===== config.mk =====
export PLATFORM = sky130hd
export DESIGN_NAME = ifetch_queue_flat
export DESIGN_NICKNAME = d
export VERILOG_FILES = /design/src/rtl/ifetch_pkg.sv /design/src/rtl/ifetch_queue_if.sv /design/src/rtl/fetch_fifo.sv /design/src/rtl/ifetch_queue.sv /design/src/flat_wrapper.sv
export SDC_FILE = /design/constraint.sdc
export NUM_CORES = 1
export LEC_CHECK = 0
export BUFFER_PORTS_ARGS = -buffer_cell sky130_fd_sc_hd__buf_2
export CAP_MARGIN = 5
export CORE_MARGIN = 2
export CORE_UTILIZATION = 40
export DETAILED_ROUTE_END_ITERATION = 7
export GPL_TIMING_DRIVEN = 0
export SYNTH_ARGS = -nofsm -noshare
export SYNTH_HDL_FRONTEND = slang
export SYNTH_SLANG_ARGS = --single-unit

===== constraint.sdc =====
create_clock -name clk -period 7.79 [get_ports clk]
set_input_delay 1.1685 -clock clk [delete_from_list [all_inputs] [get_ports clk]]
set_output_delay 1.1685 -clock clk [all_outputs]
set_load 0.05 [all_outputs]

===== src/rtl/ifetch_pkg.sv =====
// ---------------------------------------------------------------------------
// ifetch_pkg
// Shared types and constants for the instruction prefetch queue.
//   fetch_state_e     : prefetch FSM states (FETCH, DRAIN)
//   fetch_entry_t     : one queued {PC, instruction} pair, 64 bits
//   NOP_INSTR_DEFAULT : value presented on InstrF while the queue is empty
//   WORD_BYTES        : fetch stride in bytes
//   next_word_pc()    : sequential PC increment with 32-bit wrap-around
// ---------------------------------------------------------------------------
package ifetch_pkg;

   typedef enum logic [0:0] {
      FETCH = 1'b0,   // issuing sequential fetches
      DRAIN = 1'b1    // waiting out a request made stale by a redirect
   } fetch_state_e;

   typedef struct packed {
      logic [31:0] pc;
      logic [31:0] instr;
   } fetch_entry_t;

   localparam logic [31:0] NOP_INSTR_DEFAULT = 32'hE1A0_0000;  // MOV r0,r0
   localparam int unsigned WORD_BYTES        = 4;

   function automatic logic [31:0] next_word_pc(input logic [31:0] pc);
      return pc + 32'(WORD_BYTES);
   endfunction

endpackage


===== src/rtl/ifetch_queue_if.sv =====
// ---------------------------------------------------------------------------
// ifetch_queue_if
// Instruction-memory handshake. The request holds (with a stable address)
// until the memory answers with IMemReady; read data is valid in that cycle.
//   IMemReq   : fetch request (master -> memory)
//   IMemAddr  : word address of the request (master -> memory)
//   IMemReady : completion strobe (memory -> master)
//   IMemRData : fetched instruction (memory -> master)
// ---------------------------------------------------------------------------
interface ifetch_queue_if;

   logic        IMemReq;
   logic [31:0] IMemAddr;
   logic        IMemReady;
   logic [31:0] IMemRData;

   modport master (
      output IMemReq,
      output IMemAddr,
      input  IMemReady,
      input  IMemRData
   );

   modport slave (
      input  IMemReq,
      input  IMemAddr,
      output IMemReady,
      output IMemRData
   );

endinterface


===== src/rtl/fetch_fifo.sv =====
// ---------------------------------------------------------------------------
// fetch_fifo
// DEPTH-entry FIFO of {PC, instruction} pairs with a synchronous clear.
//   clk, rst_n : clock, asynchronous active-low reset
//   push, din  : write din at the tail (ignored when full)
//   pop        : advance the head (ignored when empty)
//   clear      : empty the queue; overrides push and pop in the same cycle
//   dout       : head entry (combinational read, meaningful when count != 0)
//   count      : current occupancy, 0..DEPTH
// ---------------------------------------------------------------------------
module fetch_fifo
   import ifetch_pkg::*;
#(
   parameter int DEPTH = 4
) (
   input  logic                    clk,
   input  logic                    rst_n,
   input  logic                    push,
   input  logic                    pop,
   input  logic                    clear,
   input  fetch_entry_t            din,
   output fetch_entry_t            dout,
   output logic [$clog2(DEPTH):0]  count
);

   localparam int PTR_W = $clog2(DEPTH);
   localparam int CNT_W = PTR_W + 1;
   localparam logic [CNT_W-1:0] DEPTH_C = CNT_W'(DEPTH);

   fetch_entry_t     mem [DEPTH];
   logic [PTR_W-1:0] wr_ptr;
   logic [PTR_W-1:0] rd_ptr;
   logic             do_push;
   logic             do_pop;

   assign do_push = push & (count != DEPTH_C) & ~clear;
   assign do_pop  = pop  & (count != '0)      & ~clear;

   // NOTE: storage has no reset; an entry is only read once count says it
   // was written, so resetting it would add logic and buy nothing.
   always_ff @(posedge clk) begin
      if (do_push) begin
         mem[wr_ptr] <= din;
      end
   end

   // NOTE: state registers use non-blocking assignments so every flop
   // samples the pre-edge values, independent of statement order.
   always_ff @(posedge clk or negedge rst_n) begin
      if (!rst_n) begin
         wr_ptr <= '0;
         rd_ptr <= '0;
         count  <= '0;
      end else if (clear) begin
         wr_ptr <= '0;
         rd_ptr <= '0;
         count  <= '0;
      end else begin
         // DEPTH is a power of two, so the pointers wrap on their own.
         if (do_push) wr_ptr <= wr_ptr + PTR_W'(1);
         if (do_pop)  rd_ptr <= rd_ptr + PTR_W'(1);
         case ({do_push, do_pop})
            2'b10:   count <= count + CNT_W'(1);
            2'b01:   count <= count - CNT_W'(1);
            default: count <= count;
         endcase
      end
   end

   assign dout = mem[rd_ptr];

endmodule


===== src/rtl/ifetch_queue.sv =====
// ---------------------------------------------------------------------------
// ifetch_queue
// Instruction prefetch stage in front of the Fetch/Decode boundary. Issues
// sequential word fetches (one outstanding), buffers {PC, instr} pairs and
// presents the head to the datapath. Redirects flush the queue; a request
// already in flight is drained and its data dropped.
//   clk         : clock
//   reset       : asynchronous active-low reset
//   StallF      : hold the head entry (no consume)
//   Redirect    : flush and restart fetching at RedirectPC
//   RedirectPC  : new fetch address, valid with Redirect
//   imem        : instruction-memory handshake (master side)
//   InstrF      : head instruction, NOP_INSTR when empty
//   PCF         : PC of the head entry, fetch PC when empty
//   InstrValidF : head entry valid
// ---------------------------------------------------------------------------
module ifetch_queue
   import ifetch_pkg::*;
#(
   parameter int          DEPTH     = 4,
   parameter logic [31:0] RESET_PC  = 32'h0000_0000,
   parameter logic [31:0] NOP_INSTR = NOP_INSTR_DEFAULT
) (
   input  logic                 clk,
   input  logic                 reset,
   input  logic                 StallF,
   input  logic                 Redirect,
   input  logic [31:0]          RedirectPC,
   ifetch_queue_if.master       imem,
   output logic [31:0]          InstrF,
   output logic [31:0]          PCF,
   output logic                 InstrValidF
);

   localparam int CNT_W = $clog2(DEPTH) + 1;
   localparam logic [CNT_W-1:0] DEPTH_C = CNT_W'(DEPTH);

   fetch_state_e     state;
   logic [31:0]      fetch_pc;
   logic [31:0]      target_pc;
   logic             req_q;

   logic             rsp_done;
   logic             push;
   logic             pop;
   logic [CNT_W-1:0] count;
   logic [CNT_W-1:0] count_next;
   fetch_entry_t     push_entry;
   fetch_entry_t     head;

   // A response completes whenever the held request meets IMemReady; it is
   // only kept in FETCH and only when no redirect is flushing this cycle.
   assign rsp_done   = req_q & imem.IMemReady;
   assign push       = (state == FETCH) & rsp_done & ~Redirect;
   assign pop        = InstrValidF & ~StallF & ~Redirect;
   assign push_entry = '{pc: fetch_pc, instr: imem.IMemRData};

   // Occupancy after this edge in the non-redirect case; drives the
   // registered request so IMemReq returns the cycle after a freeing pop.
   // NOTE: always_comb assigns a default first so no path can infer a latch.
   always_comb begin
      count_next = count;
      if (push && !pop) begin
         count_next = count + CNT_W'(1);
      end else if (pop && !push) begin
         count_next = count - CNT_W'(1);
      end
   end

   always_ff @(posedge clk or negedge reset) begin
      if (!reset) begin
         state     <= FETCH;
         fetch_pc  <= RESET_PC;
         target_pc <= RESET_PC;
         req_q     <= 1'b0;
      end else if (Redirect) begin
         target_pc <= RedirectPC;
         if (req_q && !imem.IMemReady) begin
            // Memory still owes us a word for the old address: keep the
            // request stable and swallow the answer in DRAIN.
            state <= DRAIN;
            req_q <= 1'b1;
         end else begin
            // Nothing in flight (or it finishes now and is dropped).
            state    <= FETCH;
            fetch_pc <= RedirectPC;
            req_q    <= 1'b1;   // queue is emptied, so there is room
         end
      end else begin
         case (state)
            FETCH: begin
               if (rsp_done) begin
                  fetch_pc <= next_word_pc(fetch_pc);
               end
               // A pending request holds; otherwise issue whenever a slot
               // will be free after this edge.
               req_q <= (req_q & ~imem.IMemReady) | (count_next < DEPTH_C);
            end
            DRAIN: begin
               if (imem.IMemReady) begin
                  state    <= FETCH;
                  fetch_pc <= target_pc;
                  req_q    <= 1'b1;
               end
            end
         endcase
      end
   end

   fetch_fifo #(
      .DEPTH (DEPTH)
   ) u_fifo (
      .clk   (clk),
      .rst_n (reset),
      .push  (push),
      .pop   (pop),
      .clear (Redirect),
      .din   (push_entry),
      .dout  (head),
      .count (count)
   );

   assign imem.IMemReq  = req_q;
   assign imem.IMemAddr = fetch_pc;

   assign InstrValidF = (count != '0);
   assign InstrF      = InstrValidF ? head.instr : NOP_INSTR;
   assign PCF         = InstrValidF ? head.pc    : fetch_pc;

endmodule


===== src/flat_wrapper.sv =====
// flat-port wrapper written by rule: the top's interface ports become plain ports
module ifetch_queue_flat import ifetch_pkg::*;
#(
   parameter int          DEPTH     = 4,
   parameter logic [31:0] RESET_PC  = 32'h0000_0000,
   parameter logic [31:0] NOP_INSTR = NOP_INSTR_DEFAULT
)
  (clk, reset, StallF, Redirect, RedirectPC, InstrF, PCF, InstrValidF, imem_IMemReq, imem_IMemAddr, imem_IMemReady, imem_IMemRData);
  ifetch_queue_if imem_i ();
  input  logic clk;
  input  logic reset;
  input  logic StallF;
  input  logic Redirect;
  input  logic [31:0] RedirectPC;
  output logic [31:0] InstrF;
  output logic [31:0] PCF;
  output logic InstrValidF;
  output wire logic [$bits(imem_i.IMemReq)-1:0] imem_IMemReq;
  output wire logic [$bits(imem_i.IMemAddr)-1:0] imem_IMemAddr;
  input wire logic [$bits(imem_i.IMemReady)-1:0] imem_IMemReady;
  input wire logic [$bits(imem_i.IMemRData)-1:0] imem_IMemRData;
  assign imem_IMemReq = imem_i.IMemReq;
  assign imem_IMemAddr = imem_i.IMemAddr;
  assign imem_i.IMemReady = imem_IMemReady;
  assign imem_i.IMemRData = imem_IMemRData;
  ifetch_queue #(.DEPTH(DEPTH), .RESET_PC(RESET_PC), .NOP_INSTR(NOP_INSTR)) u_core (.clk(clk), .reset(reset), .StallF(StallF), .Redirect(Redirect), .RedirectPC(RedirectPC), .imem(imem_i), .InstrF(InstrF), .PCF(PCF), .InstrValidF(InstrValidF));
endmodule

==> results of run 1 <==
-- cells by family (layout without fill, tap and decap cells) --
group           count (synthesis)  after routing  synth area share
xor+xnor                       13             13          0.008177
buf+inv                        80            318           0.02345
fa+ha+maj                       9              9          0.007908
mux                            88             88            0.1225
simple gates                  257            257           0.09138
compound gates                140            140           0.06335
other cells                     0              1                 0
flops                         329            329            0.6833
-- routing by layer --
metal,share of wire,GRT usage
met5,0,0
met4,0.020,0.05009
met3,0.063,0.03736
met2,0.48,0.3189
met1,0.43,0.2627
-- flip-flops by register name, summed over array words and instances (netlist names) --
signal	flops
u_core.u_fifo.mem	256
u_core.state	1
u_core.u_fifo.wr_ptr	2
u_core.u_fifo.count	3
u_core.target_pc	32
u_core.u_fifo.rd_ptr	2
u_core.imem.IMemReq	1
u_core.imem.IMemAddr	32
-- synthesized netlist by cell type, types with 2 or more instances --
cell type / count
nand3_2: 2
o21ai_1: 4
a22oi_1: 3
xor2_1: 5
nand4_1: 8
ha_1: 8
nor4_1: 3
or2_2: 9
a211oi_1: 4
nor2_1: 34
nand2_1: 130
a22o_1: 6
edfxtp_1: 256
xnor2_1: 8
clkbuf_1: 30
inv_1: 25
and3_1: 5
o22ai_1: 6
nand3_1: 11
o2bb2ai_1: 2
nor3_1: 6
a311oi_1: 2
and2_1: 32
nor4_4: 3
nor2b_1: 2
mux4_2: 64
buf_1: 8
mux2_2: 19
dfrtp_1: 73
a221oi_1: 7
o21ai_0: 53
o211ai_1: 2
a21o_1: 3
a31oi_1: 10
buf_2: 15
nand2b_1: 2
a21oi_1: 23
mux2i_1: 5
-- per-stage QoR --
stage	hold WS (ns)	cell area, sq um
final	0.4958	16620
after global routing	0.5153	16610
after CTS	0.5000	16610
after detailed placement	0.4874	15470
after global placement	0.4865	15320
after floorplan	0.4680	13920
-- cell type report --
cell class / count / area, sq um / share of cell area
inverters: 26 / 97.59 / 0.005873
multi-input cells: 507 / 4094 / 0.2464
diodes: 1 / 2.502 / 0.0001506
clock buffers: 50 / 1037 / 0.06242
plain buffers: 54 / 229.0 / 0.01378
well taps: 455 / 569.3 / 0.03426
flip-flops and latches: 329 / 9514 / 0.5725
clock inverters: 18 / 107.6 / 0.006475
repair buffers: 170 / 965.9 / 0.05813
-- worst paths after layout --
check,from,endpoint,slack [ns]
worst max-delay path,u_core.u_fifo.count[1],PCF[17],2.73
worst min-delay path,u_core.target_pc[1],u_core.target_pc[1],0.50
worst max register to register,u_core.u_fifo.count[1],u_core.u_fifo.count[2],4.64
worst min register to register,u_core.target_pc[1],u_core.target_pc[1],0.50
max in group asynchronous,reset,u_core.imem.IMemAddr[2],6.62
min in group asynchronous,reset,u_core.target_pc[29],0.59
-- power by group --
group / internal, W / switching [W] / total, W
Combinational: 0.000714 / 0.00187 / 0.00258
Sequential: 0.00210 / 0.000196 / 0.00230
Clock: 0.000966 / 0.000680 / 0.00165
Total: 0.00378 / 0.00275 / 0.00653
==> results.md, run 1 <==
- Status: finished, final reports clean
- WP data required: around 6.6 ns
- RSZ-0062 raised after global routing: no
- LEAKAGE: between 6 and 7 nW
- Final Hold Fails: 0
- Initial antenna violation count: 1
- Cells after DPL: around 1500
- Minimum clock period: roughly 5 ns
- Starting density of the core: 0.4051
- Worst Skew: approximately 0.013 ns
- Levels on crit path: 8
- Main synth FF type: edfxtp_1
- Yosys warns: 0
- Htree depth: 2
- Root buffer cell: clkbuf_16
- Period utilisation layout: 0.6493
- Largest net degree at the start of global routing: 53
- Worst-Margin Slew: approximately 0.87 ns
- Critical path cell sequence: inv_1 > ha_1 > nor2b_1 > clkbuf_1 > clkinv_1 > buf_1 > o21ai_0 > buf_2
- Vias/cell: around 5.3
- Die X: 190.6 um
- VDD IR-drop max: 0.0002241 V
- Gate Count Post-Synth: 916
- Number of synthesized flops with an enable pin: 256
- Hold Crit Class: reg2reg
- Core area: ~0.034 sq mm
- Post-place setup slack: roughly 3.3 ns
- Hpwl dp: about 23000 um
- GRT overflow: 0
- Layout Utilization: 0.4834
- Ports: about 170
- Final setup fails: 0
- First-pass GRT wire length: between 50000 and 60000 um
- Crit path arrival time: just under 4 ns
- TritonRoute pass-1 iters: 5
- Hold Crit Depth: 1
- Maximum clock rate: between 0.15 and 0.2 GHz
- Fraction of layout cells with a size suffix above 1: 0.2998
- Max incr delay on CP: 0.79 ns
- Commonest non-fill, non-tap cell in the layout: edfxtp_1
- CTS buffer count: 37
- Critical path peak fanout: 10
- PnR worst setup slack: around 2.7 ns
- Worst skew pair latency: 0.52 ns
- CP Class: reg2out
- DRT antenna net count: 0
- Post-DR wirelength/cell: around 22 um
- CP Capture Type: output pin
- Post-CTS Setup Bufs: 0
- Synth top area cells: edfxtp_1 55%, dfrtp_1 13%, mux4_2 10%
- Async set-or-reset flop fraction in the synthesized netlist: 0.2219
- R2R depth: 9
- Site Rows: 68
- Worst-path clk slew: 0.06 ns
- Filler cells: a little over 3000
- Most frequent cells in the layout: 256 x edfxtp_1, 179 x buf_2, 130 x nand2_1, 73 x dfrtp_1, 64 x mux4_2
- Synthesized area per cell: roughly 15 sq um
- Synthesized area: ~0.014 sq mm
- DRC viols: 0
- Top delay family on crit path: buffers and inverters
- Setup_tns: 0 ns
- Syn nets: slightly below 1000
- Layout area overhead: 19.34%
- PortBufs: around 170
- Vias in the first global route: 8649
- Total power: between 0.006 and 0.007 W
- Die area: approximately 0.036 sq mm
- Gpl congestion: ~0.85
- CP bufs+invs: 5
- # clock sinks: 329
- Clk buf depth: 3
- Gates resized, CTS repair: 0
- Max Cap Viol: 0
- Register area share after synthesis: 0.6833
- Drt first-iter violations: about 650
- Slew HR: 0.4207
- CTS tree: done
- Startpoint class of the critical path: flop
- Routed vias: ~8600
- Critical-path top delay cell: clkinv_1
- Final Max Tran Viols: 0
- PwrDens: 392.7 mW/mm^2
- Synth unique cells: 66
- Die Ht: 190.6 um
- Yosys reg bits: about 330
- DRT Wirelength: about 35000 um
- Fin cells: approximately 1600
- Global Route Usage Sum: 0.1929
- Synth top area share: 0.5521
- Nets: about 1200
- Hold_buf cts: 0
- Synth area leader: edfxtp_1
Note: power is estimated with default switching activity, not from simulation.
==> run 2, diff against run 1 <==
Settings changed: ABC_AREA set to 1.
Clock period 7.79 ns to 4.4 ns, I/O delays scaled along.
==> results.md, run 2 <==
- Drt first-iter violations: 875 (was 645)
- Psw: 0.004993 W (was 0.002747 W)
- FF-to-FF End: u_core.u_fifo.mem[1][30] (was u_core.u_fifo.count[2])
- Critical path cell sequence: inv_1 > ha_1 > inv_1 > nor2_4 > clkinv_1 > clkbuf_1 > o21ai_0 > buf_2 (was inv_1 > ha_1 > nor2b_1 > clkbuf_1 > clkinv_1 > buf_1 > o21ai_0 > buf_2)
- Global Route Usage Sum: 0.2061 (was 0.1929)
- Yosys warns: 0 (unchanged)
- GRT overflow: 0 (unchanged)
- Fin cells: 2087 (was 1610)
- Crit path arrival time: 3.07 ns (was 3.89 ns)
- Worst-Margin Slew: 0.7726 ns (was 0.8689 ns)
- Hpwl dp: 27540 um (was 23170 um)
- Most frequent cell after synthesis: edfxtp_1 (unchanged)
- Final setup fails: 0 (unchanged)
- Layout area overhead: 19.54% (was 19.34%)
- Max reg flops: 256 (unchanged)
- First-pass GRT wire length: 59950 um (was 52440 um)
- Htree depth: 2 (unchanged)
- Clk buf depth: 3 (unchanged)
- Die X: 193.4 um (was 190.6 um)
- Critical-path top delay cell: o21ai_0 (was clkinv_1)
- Register area share after synthesis: 0.6630 (was 0.6833)
- Hold_buf cts: 0 (unchanged)
- RSZ-0062 raised after global routing: no (unchanged)
- Net Sw Frac: 0.4399 (was 0.4209)
- Die area: 0.03741 sq mm (was 0.03632 sq mm)
- # clock sinks: 329 (unchanged)
- Starting density of the core: 0.4044 (was 0.4051)
- DRT Wirelength: 39080 um (was 34760 um)
- Worst Skew: 0.02307 ns (was 0.01304 ns)
- Top delay family on crit path: buffers and inverters (unchanged)
- Synth area leader: edfxtp_1 (unchanged)
- Minimum clock period: around 3.7 ns
- Largest net degree at the start of global routing: 50 (was 53)
- Vias/cell: 5.110 (was 5.323)
- Vias in the first global route: 10430 (was 8649)
- CTS tree: done (unchanged)
- LEAKAGE: 6.775 nW (was 6.125 nW)
- Gpl congestion: 0.8541 (was 0.8512)
- Cells after DPL: 2020 (was 1541)
- Hold Crit Class: in2async (was reg2reg)
- Synth unique cells: 34 (was 66)
- CP Class: reg2out (unchanged)
- Final Max Tran Viols: 0 (unchanged)
- Number of synthesized flops with an enable pin: 256 (unchanged)
- TritonRoute pass-1 iters: 5 (unchanged)
- Synthesized area: 0.01435 sq mm (was 0.01392 sq mm)
- R2R depth: 8 (was 9)
- Top cell by count, worst path: inv_1
- Worst skew pair latency: 0.52 ns (about the same)
- Initial antenna violation count: 0 (was 1)
- Post-DR wirelength/cell: 18.73 um (was 21.59 um)
- Synth top area share: 0.5357 (was 0.5521)
- Post-CTS Setup Bufs: 0 (unchanged)
- Syn nets: 1461 (was 993)
- VDD IR-drop max: 0.0004550 V (was 0.0002241 V)
- CP bufs+invs: 5 (unchanged)
- WP data required: 3.74 ns (was 6.62 ns)
- Synth top cells by count: 256 x edfxtp_1, 252 x nor2_1, 219 x nand2_1 (was 256 x edfxtp_1, 130 x nand2_1, 73 x dfrtp_1)
- Final Hold Fails: 0 (unchanged)
- Flop pwr share: 0.348 (was 0.352)
- Max Cap Viol: 0 (unchanged)
- Fraction of layout cells with a size suffix above 1: 0.1667 (was 0.2998)
- Most flops, register: u_core.u_fifo.mem (unchanged)
- Synth top area cells: edfxtp_1 54%, dfrtp_1 13%, o21ai_0 7.0% (was edfxtp_1 55%, dfrtp_1 13%, mux4_2 10%)
- Setup_tns: 0 ns (unchanged)
- Root buffer cell: clkbuf_16 (unchanged)
- Final Instance Area: 0.01715 sq mm (was 0.01662 sq mm)
- CTS buffer count: 37 (unchanged)
- Period utilisation layout: 0.8487
- Commonest non-fill, non-tap cell in the layout: edfxtp_1 (unchanged)
- Total power: 0.01135 W (was 0.006526 W)
- Worst-path clk slew: 0.06 ns (about the same)
- Status: finished, final reports clean (unchanged)
- Nets: 1675 (was 1202)
- Most frequent cells in the layout: 256 x edfxtp_1, 248 x nor2_1, 219 x nand2_1, 202 x o21ai_0, 180 x buf_2 (was 256 x edfxtp_1, 179 x buf_2, 130 x nand2_1, 73 x dfrtp_1, 64 x mux4_2)
- Async set-or-reset flop fraction in the synthesized netlist: 0.2219 (unchanged)
- Worst R2R Start: u_core.state (was u_core.u_fifo.count[1])
- Gate Count Post-Synth: 1384 (was 916)
- DRC viols: 0 (unchanged)
- Gates resized, CTS repair: 0 (unchanged)
- Die Ht: 193.4 um (was 190.6 um)
- Post-DP Area: 0.01602 sq mm (was 0.01547 sq mm)
- PwrDens: 661.7 mW/mm^2 (was 392.7 mW/mm^2)
- Maximum clock rate: ~0.27 GHz
- CP Capture Type: output pin (unchanged)
- DRT antenna net count: 0 (unchanged)
- PortBufs: 165 (unchanged)
- Startpoint class of the critical path: flop (unchanged)
- Max incr delay on CP: 0.42 ns (was 0.79 ns)
- Critical path peak fanout: 10 (unchanged)
- R2R setup slack: 1.77 ns (was 4.64 ns)
- Yosys reg bits: 329 (unchanged)
- Main synth FF type: edfxtp_1 (unchanged)
- Ports: 167 (unchanged)
- Clock power share: 0.259 (was 0.252)
- Core area: 0.03548 sq mm (was 0.03437 sq mm)
- Layout Utilization: 0.4834 (about the same)
- Routed vias: 10670 (was 8570)
- Diode count: 0 (was 1)
- Synthesized area per cell: 10.37 sq um (was 15.20 sq um)
- Site Rows: 69 (was 68)
- Logic pwr share: 0.394 (was 0.396)
- Slew HR: 0.4837 (was 0.4207)
- Power Internal: 0.006358 W (was 0.003779 W)
[run 2: per-layer routing]
layer  track usage  wire, um  up-vias
met5             0         0        -
li1              -         -     5190
met2        0.3349     18010      351
met3       0.03365      2291       68
met4       0.06785      1136        0
met1        0.2829     17640     5056
[run 2: cell type report]
cell class / count / area [sq um]
plain buffers: 72 / 331.6
clock buffers: 46 / 959.7
clock inverters: 21 / 178.9
fillers: 3291 / 18330
inverters: 97 / 366.6
multi-input cells: 886 / 4168
flip-flops and latches: 329 / 9514
well taps: 461 / 576.8
repair buffers: 175 / 1059
[run 2: worst max-delay path by stage]
| stage | startpoint | to | cells past startpoint | slack, ns |
|---|---|---|---|---|
| global placement | Redirect | u_core.u_fifo.mem[0][29] | 6 | -2.29 |
| finish | u_core.u_fifo.count[0] | PCF[30] | 8 | 0.67 |
| CTS | u_core.u_fifo.count[0] | PCF[30] | 8 | 0.57 |
| detailed placement | u_core.u_fifo.count[0] | PCF[30] | 8 | 1.12 |
| global route | u_core.u_fifo.count[0] | PCF[30] | 8 | 0.46 |
| floorplan | Redirect | u_core.u_fifo.mem[0][0] | 6 | 0.03 |
[run 2: kinds of logic (layout without fill, tap and decap cells)]
logic type	Yosys count	in the layout	synth area share
compound gates	342	342	0.1280
buf+inv	169	411	0.04865
flops	329	329	0.6630
simple gates	527	527	0.1479
xor+xnor	9	9	0.005493
fa+ha+maj	8	8	0.006976
[run 2: metrics by stage]
stage          hold WS, ns  setup WS, ns
2_1_floorplan       0.3644       0.02588
3_3_place_gp        0.4515        -2.288
4_1_cts            0.06370        0.5684
5_1_grt            0.06536        0.4573
3_5_place_dp        0.4564         1.118
6_report           0.05849        0.6657
[run 2: power groups by stage]
stage	registers, W	logic, W	clock network, W
global route	0.00398	0.00479	0.00311
detailed placement	0.00400	0.00449	0
CTS	0.00394	0.00450	0.00298
global placement	0.00401	0.00443	0
finish	0.00395	0.00447	0.00293
floorplan	0.00420	0.00292	0
